$ cat src/rtl/prv_trap_sequencer.sv
// Machine-mode trap entry / mret sequencer: prioritises exceptions, interrupts and
// returns, waits for the pipeline to drain, then strobes CSR updates and a fetch redirect.
module prv_trap_sequencer #(
  parameter logic [31:0] RESET_VECTOR = 32'h0000_0200
) (
  input  logic        CLK,
  input  logic        RST,
  input  logic        fault_insn,
  input  logic        mal_insn,
  input  logic        illegal_insn,
  input  logic        breakpoint,
  input  logic        env_m,
  input  logic        mal_l,
  input  logic        mal_s,
  input  logic        fault_l,
  input  logic        fault_s,
  input  logic        ex_rmgmt,
  input  logic        prot_fault_i,
  input  logic        prot_fault_l,
  input  logic        prot_fault_s,
  input  logic        ret,
  input  logic        pipe_clear,
  input  logic [31:0] epc,
  input  logic [31:0] badaddr,
  input  logic        ext_int,
  input  logic        soft_int,
  input  logic        timer_int,
  input  logic        mstatus_mie,
  input  logic [31:0] mtvec,
  input  logic [31:0] mepc_r,
  output logic        intr,
  output logic        insert_pc,
  output logic [31:0] priv_pc,
  output logic        mepc_we,
  output logic [31:0] mepc_wdata,
  output logic        mcause_we,
  output logic [31:0] mcause_wdata,
  output logic        mtval_we,
  output logic [31:0] mtval_wdata,
  output logic        mstatus_push,
  output logic        mstatus_pop,
  output logic        busy
);

  typedef enum logic [2:0] {
    IDLE       = 3'd0,
    WAIT_CLEAR = 3'd1,
    COMMIT     = 3'd2,
    RET_COMMIT = 3'd3,
    REDIRECT   = 3'd4
  } state_t;

  state_t      state, state_nxt;
  logic [31:0] cause_q, epc_q, tval_q, target_q, target_nxt;
  logic        int_q, ret_q;

  logic        f_insn, f_l, f_s, exc, take_int, take_ret, req;
  logic [4:0]  exc_code, int_code;
  logic [31:0] tval_sel, base;

  always_comb begin
    f_insn   = fault_insn | prot_fault_i;
    f_l      = fault_l | prot_fault_l;
    f_s      = fault_s | prot_fault_s;
    exc      = 1'b1;
    exc_code = 5'd0;
    if      (f_insn)       exc_code = 5'd1;
    else if (mal_insn)     exc_code = 5'd0;
    else if (illegal_insn) exc_code = 5'd2;
    else if (breakpoint)   exc_code = 5'd3;
    else if (env_m)        exc_code = 5'd11;
    else if (mal_l)        exc_code = 5'd4;
    else if (mal_s)        exc_code = 5'd6;
    else if (f_l)          exc_code = 5'd5;
    else if (f_s)          exc_code = 5'd7;
    else if (ex_rmgmt)     exc_code = 5'd24;
    else                   exc      = 1'b0;

    int_code = ext_int ? 5'd11 : (soft_int ? 5'd3 : 5'd7);
    take_int = !exc && mstatus_mie && (ext_int || soft_int || timer_int);
    take_ret = !exc && !take_int && ret;
    req      = exc || take_int || take_ret;

    // Address-type faults report badaddr, breakpoints report their own PC.
    tval_sel = 32'd0;
    if (exc) begin
      case (exc_code)
        5'd0, 5'd1, 5'd2, 5'd4, 5'd5, 5'd6, 5'd7: tval_sel = badaddr;
        5'd3:                                      tval_sel = epc;
        default:                                   tval_sel = 32'd0;
      endcase
    end
  end

  always_comb begin
    state_nxt  = state;
    target_nxt = target_q;
    base       = mtvec & 32'hFFFF_FFFC;
    case (state)
      IDLE:       if (req) state_nxt = WAIT_CLEAR;
      WAIT_CLEAR: if (pipe_clear) state_nxt = ret_q ? RET_COMMIT : COMMIT;
      COMMIT: begin
        state_nxt  = REDIRECT;
        // Only interrupts are vectored; modes 2 and 3 fall back to direct.
        target_nxt = (int_q && mtvec[1:0] == 2'b01) ?
                     base + {25'd0, cause_q[4:0], 2'b00} : base;
      end
      RET_COMMIT: begin
        state_nxt  = REDIRECT;
        target_nxt = mepc_r & 32'hFFFF_FFFC;
      end
      REDIRECT:   state_nxt = IDLE;
      default: begin
        state_nxt  = IDLE;
        target_nxt = RESET_VECTOR;
      end
    endcase
  end

  always_ff @(posedge CLK or posedge RST) begin
    if (RST) state <= IDLE;
    else     state <= state_nxt;
  end

  always_ff @(posedge CLK or posedge RST) begin
    if (RST) begin
      cause_q  <= 32'd0;
      epc_q    <= 32'd0;
      tval_q   <= 32'd0;
      target_q <= 32'd0;
      int_q    <= 1'b0;
      ret_q    <= 1'b0;
    end else begin
      target_q <= target_nxt;
      if (state == IDLE && req) begin
        int_q   <= take_int;
        ret_q   <= take_ret;
        cause_q <= take_int ? {1'b1, 26'd0, int_code} :
                   (exc ? {1'b0, 26'd0, exc_code} : 32'd0);
        epc_q   <= epc;
        tval_q  <= tval_sel;
      end
    end
  end

  assign busy         = (state != IDLE);
  assign intr         = busy && int_q;
  assign mepc_we      = (state == COMMIT);
  assign mcause_we    = (state == COMMIT);
  assign mtval_we     = (state == COMMIT);
  assign mstatus_push = (state == COMMIT);
  assign mstatus_pop  = (state == RET_COMMIT);
  assign insert_pc    = (state == REDIRECT);
  assign priv_pc      = target_q;
  assign mepc_wdata   = epc_q;
  assign mcause_wdata = cause_q;
  assign mtval_wdata  = tval_q;

endmodule
$ cat config.mk
export PLATFORM = sky130hd
export DESIGN_NAME = prv_trap_sequencer
export DESIGN_NICKNAME = d
export VERILOG_FILES = /design/src/rtl/prv_trap_sequencer.sv
export SDC_FILE = /design/constraint.sdc
export NUM_CORES = 1
export LEC_CHECK = 0
export BUFFER_PORTS_ARGS = -buffer_cell sky130_fd_sc_hd__buf_2
export CAP_MARGIN = 40
export CORE_UTILIZATION = 25
export CTS_CLUSTER_SIZE = 16
export DETAILED_ROUTE_END_ITERATION = 8
export PLACE_DENSITY = 0.52
export SYNTH_ARGS = -nofsm -noshare
export SYNTH_HDL_FRONTEND = slang
export SYNTH_SLANG_ARGS = --single-unit
$ cat constraint.sdc
create_clock -name CLK -period 5.54 [get_ports CLK]
set_input_delay 1.108 -clock CLK [delete_from_list [all_inputs] [get_ports CLK]]
set_output_delay 1.108 -clock CLK [all_outputs]
set_load 0.005 [all_outputs]
==> results of run 1 <==
## cell families (layout without fill, tap and decap cells)
family | count (synthesis) | in the layout | synth area share, %
AND/OR/NAND/NOR | 159 | 159 | 14.1
AO/OA/AOI/OAI | 152 | 152 | 19.0
flip-flops | 104 | 104 | 46.4
buffers and inverters | 78 | 293 | 8.33
multiplexers | 36 | 36 | 7.17
XOR/XNOR | 22 | 22 | 3.44
adder cells (fa/ha/maj) | 6 | 6 | 1.47
other | 1 | 28 | 0.0669
## power groups by stage
stage	sequential (mW)	combinational [mW]	clock (mW)
after floorplan	1.33	0.909	0
after global placement	1.33	1.47	0
after detailed placement	1.33	1.49	0
after CTS	1.33	1.49	0.728
after global routing	1.38	1.66	0.751
final	1.32	1.46	0.694
## per-stage QoR
stage	cells	total power, mW	utilization, %	cell area, um^2	worst slack, ns
2_1_floorplan	585	2.24	-	5700	1.70
3_3_place_gp	1062	2.80	31.8	6970	1.74
3_5_place_dp	1064	2.83	32.0	7010	1.87
4_1_cts	1080	3.54	33.5	7330	1.83
5_1_grt	1080	3.79	33.5	7330	1.66
6_report	1080	3.47	33.5	7330	1.88
## flip-flops by register name, indices dropped and copies added (netlist names)
register,flops
mtval_wdata,32
ret_q,1
state,3
mepc_wdata,32
mcause_wdata,6
priv_pc,30
## cells in the final DEF, fill, tap and decap left out, types with 13 or more instances in the layout
cell type and count:
a21oi_1 29, xnor2_1 13, nor2_1 15, conb_1 28, o21ai_0 22, inv_1 13
dfrtp_1 104, nand2_1 85, mux2_2 26, buf_2 254, a22oi_1 45
## layer usage
layer	share of wire (%)	vias up	wire (um)
met5	0	-	0
met1	41	2446	7340
met2	47	220	8330
met4	1.2	0	208
li1	-	2437	-
met3	11	12	1990
## cell type report
type | count | area, um^2
tap | 280 | 350
fill | 2323 | 14600
inverter | 14 | 55.1
multi-input combinational | 403 | 2640
timing repair buffer | 263 | 1360
sequential | 104 | 2600
clock buffer | 9 | 225
clock inverter | 7 | 96.3
## worst paths after layout
kind,endpoint,cells after the start
max,mtval_we,4
min,mtval_wdata[15]$_DFFE_PP0P_,2
max reg2reg,priv_pc[30]$_DFFE_PP0N_,9
min reg2reg,mtval_wdata[15]$_DFFE_PP0P_,2
max in group asynchronous,priv_pc[7]$_DFFE_PP0N_,4
min in group asynchronous,mtval_wdata[12]$_DFFE_PP0P_,2
## critical path, stage by stage (launching register included)
cell,delay [ns]
dfrtp_1,0.74
nor2b_1,0.58
nand2b_1,0.46
inv_1,0.26
buf_2,0.15
==> impl_summary.md, run 1 <==
Status
The run finished with clean final reports.

CTS
The maximum level of the CTS H-tree is 3. In this run the deepest clock path goes through 2 buffers. TritonCTS built the clock tree.

The tree is rooted in a clkbuf_16. The clock drives 104 sinks. The clock-pin slew of the registers on the worst-case setup and hold paths is 0.08 ns. Buffers added to address setup during post-CTS repair amount to 0. After clock tree synthesis, the flow added hold-fix buffers numbering 0.

The later pin in the worst-skew pair is clocked with a latency of 0.36 ns. The number of clock buffers added by TritonCTS is 9. The number of gates resized after CTS was 0.

Yosys
The number of flip-flops and latches in the synthesized netlist is 104. The average instance in the mapped netlist occupies 10.0 um^2. The biggest area consumer among synthesized cells is dfrtp_1.

Yosys attributes the largest share of cell area to dfrtp_1 46%, a22oi_1 6.0%, nand2_1 5.7%, mux2_2 5.2%, buf_4 4.3%. The count of different cell masters after synthesis is 60. The share of the synthesized area in the top cell type is 46.4%. After synthesis, the most frequently instantiated cells are 104 x dfrtp_1, 85 x nand2_1, 45 x a22oi_1, 32 x buf_4, 30 x a21oi_1. In the synthesized netlist, the number of instances is 558. The number of synthesized flops with an enable pin is 0. For this run, the leading register cell type out of synthesis is dfrtp_1. Sequential cells were found to cover 46.4% of the synthesized design area. The warning count from the yosys run is 0. By instance count, the leading cell after synthesis is dfrtp_1.

The share of async-settable or async-resettable flops after synthesis is 100%. The synthesized area is 5600 um^2.

STA
Setup repair after global routing left no endpoint under its margin. The final total negative setup slack is 0 ns. The hold violation count in the final report is 0. The final max-slew violation count is 0. The worst pin sits at a relative slew slack of 41.6%. Dividing the final minimum period by the clock period gives 66.1%.

The number of failing setup endpoints in the final timing report is 0. Derived from the worst setup path, the maximum achievable clock frequency is 0.273 GHz. Subtracting the final worst setup slack from the clock period gives 3.66 ns. The slew at the pin closest to its max-slew limit is 0.854 ns.

On the final layout, the worst hold slack is 0.467 ns. The worst-case clock skew is 0.0158 ns.

Flow run
Max-cap violations in this run came to 0.

Power and ir drop
The combinational cell fraction of total power is 42.0%. The clock group share of total power is 20.0%. The peak supply drop is 0.254 mV.

For this design the static power due to leakage is 3.60 nW. Dividing total power by cell area gives a power density of 474 nW/um^2. In this run switching power makes up 38.5% of total power. The analysis attributes to net switching a power of 1.34 mW.

The share of total power in sequential cells is 38.1%. The internal power of the cells totals 2.14 mW.

Route
The iteration count of the initial detailed-routing pass is 6. The final route contains 5,115 vias. The DRC violation total after the first TritonRoute iteration is 166. After detailed routing, the total wire length is 17,900 um. In the routed design, unresolved DRC markers number 0. In the final routed layout, each cell accounts on average for 16.5 um. Using the TritonRoute via totals, the vias-per-cell ratio works out to 4.74. In this run the remaining antenna-violating nets after routing total 0.

Placed design
Detailed placement finished with a half-perimeter wire length of 13,500 um. At the end of routability-driven placement, the weighted congestion stood at 0.822. The quantity of I/O buffers inserted on ports is 254.

GRT
The initial antenna violation count was 1. The global routing usage on met1 is 18.5%. The most utilized layer in the global route result is met2. The met3 capacity usage during global routing is 6.50%. In the global route stage, met2 resource usage came out at 25.4%. The residual overflow from global routing is 0. The first global-routing pass estimated 27,100 um of wire. The number of global-route vias before repair is 4,980. The maximum number of pins on one net before global-route repair is 72. For this run, the total global-route usage over all layers was measured as 15.5%.

Final layout
The fraction of layout cells with a size suffix above 1 is 39.3%. In the final design database the tool counted 950 nets. The final antenna diode count is 0. Compared with the post-synthesis result, the final layout area differs by 30.8%.

Floorplan
After floorplanning, the core was sized to cover 21,900 um^2. The height of the chip is 152 um. The effective utilization at floorplan is 25.6%.

The x dimension of the die is 152 um. In this run the count of I/O pins placed on the die edge is 285. After floorplanning, the core was divided into 54 placement rows. The die covers 23,000 um^2.

Worst hold path
The startpoint of the lowest-slack hold path is mtval_wdata[15]$_DFFE_PP0P_. The worst min-delay path category is flip-flop to flip-flop.

Setup path
The critical path start-end classification is flip-flop to primary output. The setup slack on the worst flop-to-flop path is 2.72 ns. The worst register-to-register path begins at mcause_wdata[0]$_DFFE_PP0P_.

In this run the worst setup path begins at state[1]$_DFFE_PP0P_. In this run the worst path has a maximum fanout of 18. The capturing element type of the critical path is a primary output. The data arrival time of the critical path is 2.55 ns. STA puts the critical path data required time at 4.43 ns.

The worst setup path is launched from a flip-flop.
Power figures use the tool's default switching activity.
==> run 2: changes to the inputs <==
PLACE_DENSITY = 0.54   (was 0.52)
clock period = 3.3 ns   (was 5.54 ns; I/O delays follow)
==> impl_summary.md, run 2 (synthesis gave the netlist of run 1 again) <==
Setup path
The data arrival time of the critical path came to 2.14 ns (-0.41 ns). The capturing element type of the critical path is a primary output. The startpoint class of the critical path is a flip-flop. The maximum fanout count along the critical path came to 18 (unchanged).

The critical path required time is 2.64 ns (-1.79 ns). The highest cell delay on the worst timing path is 0.76 ns (+0.02 ns). Broken down by cell family, the worst path's largest delay share belongs to flip-flops. The critical path goes through nor2b_1, nand2b_1, inv_1, buf_2.

The cell with the largest stage delay on the worst path is dfrtp_1. The critical path is of the flip-flop to primary output type. The number of buffer and inverter instances along the worst setup path was 2 (unchanged).

Floorplan
The floorplan die area is 23,000 um^2 (unchanged). The height of the chip is 152 um (unchanged). The x dimension of the die is 152 um (unchanged).

The area of the placeable core is 21,900 um^2 (unchanged). The placement row count came to 54 (unchanged). The I/O pin count is 285 (unchanged). The effective utilization at floorplan is 25.6% (unchanged).

STA
After layout, the worst path uses 85.0% of the clock period. The achievable clock frequency is 0.357 GHz. The number of failing setup endpoints in the final timing report was 0 (unchanged).

The final hold slack is 0.451 ns (-0.0163 ns). The relative slew slack was 51.0% (+9.4 points). The final max-slew violation count is 0 (unchanged). The final total negative setup slack came to 0 ns (unchanged).

Setup repair after global routing left no endpoint under its margin. The routed design could run at a clock period as short as 2.80 ns. The slew at the pin closest to its max-slew limit is 0.730 ns (-0.124 ns).

The hold violation count in the final report is 0 (unchanged). The worst-case clock skew is 0.0120 ns (-0.00373 ns).

CTS
TritonCTS built the clock tree. The clock-pin slew of the registers on the worst-case setup and hold paths is 0.09 ns (about the same). The post-CTS setup repair buffer count is 0 (unchanged).

The clock sink count is 104 (unchanged). The maximum level of the CTS H-tree is 3 (unchanged). The maximum buffer depth of the clock tree is 2 (unchanged). The number of buffers created by CTS is 9 (unchanged). The cts-stage hold buffer count is 0 (unchanged). The clock insertion delay at the later pin of the skew report is 0.35 ns (about the same).

The root buffer cell chosen for the clock tree is clkbuf_16. The post-cts gate resize count is 0 (unchanged).

Route
The final wirelength was 17,600 um (-1.4%). The DRC violation total after the first TritonRoute iteration is 170 (+2.4%). The remaining design rule violation count came to 0 (unchanged). The ratio of routed vias to standard cells is 4.72 (-0.42%). The iteration count of the initial detailed-routing pass is 4 (-2). The total vias in the final route is 5,117 (+0.039%). The post-detailed-route count of antenna-violating nets is 0 (unchanged). The routed wirelength normalized by instance count was 16.2 um (-1.9%).

Final layout
The final antenna diode count came to 0 (unchanged). The final design instance area without fill is 7360 um^2 (+0.41%). The fraction of layout cells with a size suffix above 1 is 39.6% (+0.38 points).

The number of nets in the final layout is 955 (+0.53%). Relative to the synthesized area, the layout overhead comes to 31.3%. The leading cell type in the layout, fill and taps excluded is buf_2. In the layout the commonest cells are 254 x buf_2, 104 x dfrtp_1, 85 x nand2_1, 45 x a22oi_1, 29 x a21oi_1.

Power and ir drop
The cell-internal power is 3.62 mW (+69%). The combinational cell fraction of total power was 43.2% (+1.2 points). The net switching power is 2.22 mW (+66%). The power per cell area is 794 nW/um^2 (+67%).

The switching share of power was 38.1% (-0.40 points). The leakage component of the power was 3.62 nW (+0.35%). The peak supply drop is 0.337 mV (+33%). The clock group share of total power is 19.1% (-0.9 points).

The share of total power in sequential cells is 37.6% (-0.5 points).

Worst hold path
The path class of the tightest hold or removal check is input port to asynchronous set/reset pin.

GRT
The maximum number of pins on one net before global-route repair was 105 (+46%). The number of global-route vias before repair is 4,961 (-0.38%). The total global-route track usage is 15.1% (-0.37 points). The residual overflow from global routing is 0 (unchanged). The first-pass GRT wire length is 26,600 um (-1.8%). The initial antenna violation count was 0 (-1).

Placed design
The placer congestion estimate is 0.794 (-3.4%). The cell area after placement was 7050 um^2 (+0.63%). The total half-perimeter wirelength after legalization and detailed placement came to 13,600 um (+0.13%). The quantity of I/O buffers inserted on ports is 254 (unchanged).

Flow run
The max-capacitance violation count is 0 (unchanged).

Status
The run finished with clean final reports.
run 2: final timing paths:
check / from / to / slack, ns / depth (start not counted)
hold reg to reg: mtval_wdata[20]$_DFFE_PP0P_ / mtval_wdata[20]$_DFFE_PP0P_ / 0.46 / 2
min in group CLK: mtval_wdata[20]$_DFFE_PP0P_ / mtval_wdata[20]$_DFFE_PP0P_ / 0.46 / 2
setup / recovery: state[1]$_DFFE_PP0P_ / mcause_we / 0.50 / 4
max in group asynchronous: RST / mepc_wdata[14]$_DFFE_PP0P_ / 2.37 / 3
hold / removal: RST / mcause_wdata[0]$_DFFE_PP0P_ / 0.45 / 3
setup reg to reg: mcause_wdata[0]$_DFFE_PP0P_ / priv_pc[30]$_DFFE_PP0N_ / 0.81 / 8
run 2: layer usage:
metal,track usage (%),wire [um],vias to the layer above
li1,-,-,2443
met1,18.7,7510,2429
met2,24.4,8020,236
met3,6.05,1910,9
met4,3.91,171,0
met5,0,0,-
run 2: worst min-delay path, stage by stage:
cell,delay (ns)
buf_2,0.11
clkinvlp_4,0.07
buf_12,0.43
run 2: layout make-up:
type,count,area (um^2)
Clock buffer,9,225
Clock inverter,7,82.6
Fill cell,2334,14500
Inverter,14,56.3
Multi-Input combinational cell,403,2640
Sequential cell,104,2600
Tap cell,280,350
Timing Repair Buffer,268,1400
run 2: power by group through the flow:
stage                     registers [mW]  logic, mW  clock network [mW]
after global routing                2.29       2.87                1.20
after detailed placement            2.21       2.58                   0
after global placement              2.20       2.55                   0
after floorplan                     2.23       1.53                   0
after CTS                           2.20       2.57                1.15
final                               2.20       2.53                1.12
run 2: metrics by stage:
step / worst slack, ns / total power, mW / utilization (%) / instances
floorplan: 0.891 / 3.76 / - / 585
global placement: 0.453 / 4.75 / 32.2 / 1069
detailed placement: 0.366 / 4.79 / 32.2 / 1069
CTS: 0.461 / 5.92 / 33.6 / 1085
global route: 0.290 / 6.35 / 33.6 / 1085
finish: 0.495 / 5.84 / 33.6 / 1085
==> run 3: changes to the inputs <==
clock period = 2.3 ns   (was 3.3 ns; I/O delays follow)
==> impl_summary.md, run 3 (synthesis gave the netlist of run 1 again) <==
STA
The number of failing setup endpoints in the final timing report is 0 (unchanged). The clock period could shrink to 2.17 ns. The final hold slack was 0.119 ns (-0.332 ns). The hold violation count in the final report is 0 (unchanged). The final max-slew violation count was 0 (unchanged). The slew at the pin closest to its max-slew limit is 0.574 ns (-0.156 ns). The final total negative setup slack was 0 ns (unchanged).

Timing would allow up to 0.461 GHz. The relative slew slack is 61.7% (+11 points). The least setup slack across all paths after layout came to 0.128 ns (-0.367 ns).

The worst path uses 94.4% of the clock period. The worst-case clock skew came to 0.0130 ns (+0.000912 ns).

Final layout
The leading cell type in the layout, fill and taps excluded is buf_2. The post-route core utilization was 34.6% (+1.0 points). The fraction of layout cells with a size suffix above 1 is 42.6% (+3.0 points).

The library cells used most frequently in the layout, excluding fill and tap cells, are 254 x buf_2, 103 x dfrtp_1, 84 x nand2_1, 45 x a22oi_1, 29 x a21oi_1. The post-synthesis to final-layout area growth is 35.4%. The final design instance area without fill came to 7580 um^2 (+3.1%). The final antenna diode count was 0 (unchanged). The final standard cell count with taps included and fillers excluded was 1,104 (+1.8%). The number of nets in the final layout is 974 (+2.0%).

CTS
The clock-pin slew of the registers on the worst-case setup and hold paths came to 0.09 ns (about the same). The cts-stage hold buffer count came to 0 (unchanged). The clock sink count is 104 (unchanged). TritonCTS built the clock tree.

The maximum buffer depth of the clock tree was 2 (unchanged). The maximum level of the CTS H-tree was 3 (unchanged). The clock tree root driver cell is clkbuf_16. The number of buffers created by CTS is 9 (unchanged). The clock insertion delay at the later pin of the skew report is 0.35 ns (about the same).

GRT
The residual overflow from global routing was 0 (unchanged). The first-pass GRT wire length is 27,000 um (+1.5%). The maximum number of pins on one net before global-route repair is 54 (-49%). The initial antenna violation count came to 0 (unchanged). The number of global-route vias before repair came to 5,034 (+1.5%). The total global-route track usage came to 15.4% (+0.23 points).

Placed design
The cell area after placement is 7200 um^2 (+2.2%). The number of cells in the design after placement is 1,086 (+1.6%). The placer congestion estimate is 0.807 (+1.6%). The setup slack at placement was -0.234 ns (-0.600 ns). The quantity of I/O buffers inserted on ports came to 254 (unchanged).

The total half-perimeter wirelength after legalization and detailed placement was 13,900 um (+2.6%).

Route
The iteration count of the initial detailed-routing pass came to 5 (+1). The total vias in the final route is 5,187 (+1.4%). The remaining design rule violation count is 0 (unchanged). The ratio of routed vias to standard cells is 4.70 (-0.38%). The final wirelength is 17,900 um (+1.5%). The DRC violation total after the first TritonRoute iteration is 162 (-4.7%). The routed wirelength normalized by instance count is 16.2 um (-0.29%). The post-detailed-route count of antenna-violating nets is 0 (unchanged).

Setup path
The highest cell delay on the worst timing path was 0.51 ns (-0.25 ns). The critical path goes through ha_1, nand3_1, nand2_2, o2111ai_1, or4_1, a31oi_1. Among cell families on the critical path, the largest total delay comes from simple AND/OR/NAND/NOR gates. The worst setup path is launched from a flip-flop. The number of buffer and inverter instances along the worst setup path is 0 (-2). The critical path is of the flip-flop to flip-flop type. For this design, the slowest cell found on the critical path is or4_1. The data arrival time of the critical path is 2.45 ns (+0.31 ns). The critical path required time is 2.58 ns (-0.06 ns). The maximum fanout count along the critical path is 11 (-7). STA classifies the critical path endpoint as a flip-flop.

Worst hold path
In this run the worst hold path is classified as input port to asynchronous set/reset pin.

Floorplan
The x dimension of the die is 152 um (unchanged). The floorplan die area came to 23,000 um^2 (unchanged). The effective utilization at floorplan is 25.6% (unchanged).

The placement row count is 54 (unchanged). The area of the placeable core was 21,900 um^2 (unchanged). The I/O pin count is 285 (unchanged).

The height of the chip is 152 um (unchanged).

Power and ir drop
The leakage component of the power came to 3.71 nW (+2.7%). The total power is 8.57 mW (+47%). The peak supply drop was 0.459 mV (+36%). The power per cell area was 1130 nW/um^2 (+42%).

Flow run
The max-capacitance violation count came to 0 (unchanged).

Status
The flow ran to the end, and the final reports show no timing, DRC or antenna violations.
[run 3: cell types whose count changed in the layout (fill, tap and decap cells not counted), moves of 2 or more]
cell	delta
a211oi_2	+6
a211oi_1	-6
buf_12	+2
nor2b_1	-2
nor2b_2	+2
buf_4	+16
[run 3: power by group]
group	total [mW]	switching [mW]	internal, mW
combinational	3.86	1.96	1.89
sequential	3.12	0.430	2.69
clock	1.60	0.820	0.777
[run 3: worst reg2reg max path, stage by stage, from the launching register on]
cell and delay, ns:
dfrtp_1 0.46, ha_1 0.39, nand3_1 0.13, nand2_2 0.21, o2111ai_1 0.23, or4_1 0.51
a31oi_1 0.16
[run 3: layer usage]
| metal | wire length [um] | GRT usage, % | part of all wire [%] |
|---|---|---|---|
| met1 | 7460 | 19.2 | 42 |
| met2 | 8090 | 24.3 | 45 |
| met3 | 2020 | 5.81 | 11 |
| met4 | 297 | 4.95 | 1.7 |
| met5 | 0 | 0 | 0 |
[run 3: path summary, 6_finish.rpt]
path                                        startpoint  slack [ns]  cells after the start                           to
hold / removal                                     RST        0.12                      2    mepc_wdata[7]$_DFFE_PP0P_
max in group asynchronous                          RST        1.55                      3  mtval_wdata[11]$_DFFE_PP0P_
setup / recovery           mcause_wdata[3]$_DFFE_PP0P_        0.13                      6      priv_pc[29]$_DFFE_PP0N_
hold reg to reg            mtval_wdata[13]$_DFFE_PP0P_        0.46                      2  mtval_wdata[13]$_DFFE_PP0P_
setup reg to reg           mcause_wdata[3]$_DFFE_PP0P_        0.13                      6      priv_pc[29]$_DFFE_PP0N_
min in group CLK                           badaddr[20]        0.32                      3  mtval_wdata[20]$_DFFE_PP0P_
[run 3: final cells by class]
type | instances | area [um^2]
Fill cell | 2305 | 14300
Multi-Input combinational cell | 403 | 2690
Sequential cell | 104 | 2600
Timing Repair Buffer | 287 | 1570
Tap cell | 280 | 350
Clock buffer | 9 | 225
Clock inverter | 7 | 82.6
Inverter | 14 | 56.3
[run 3: repair_timing]
action	4_1_cts	5_1_grt
cloned	0	0
gates resized for setup	3	13
pin swaps	0	2
setup endpoints to repair	2	21
buffers inserted	0	2
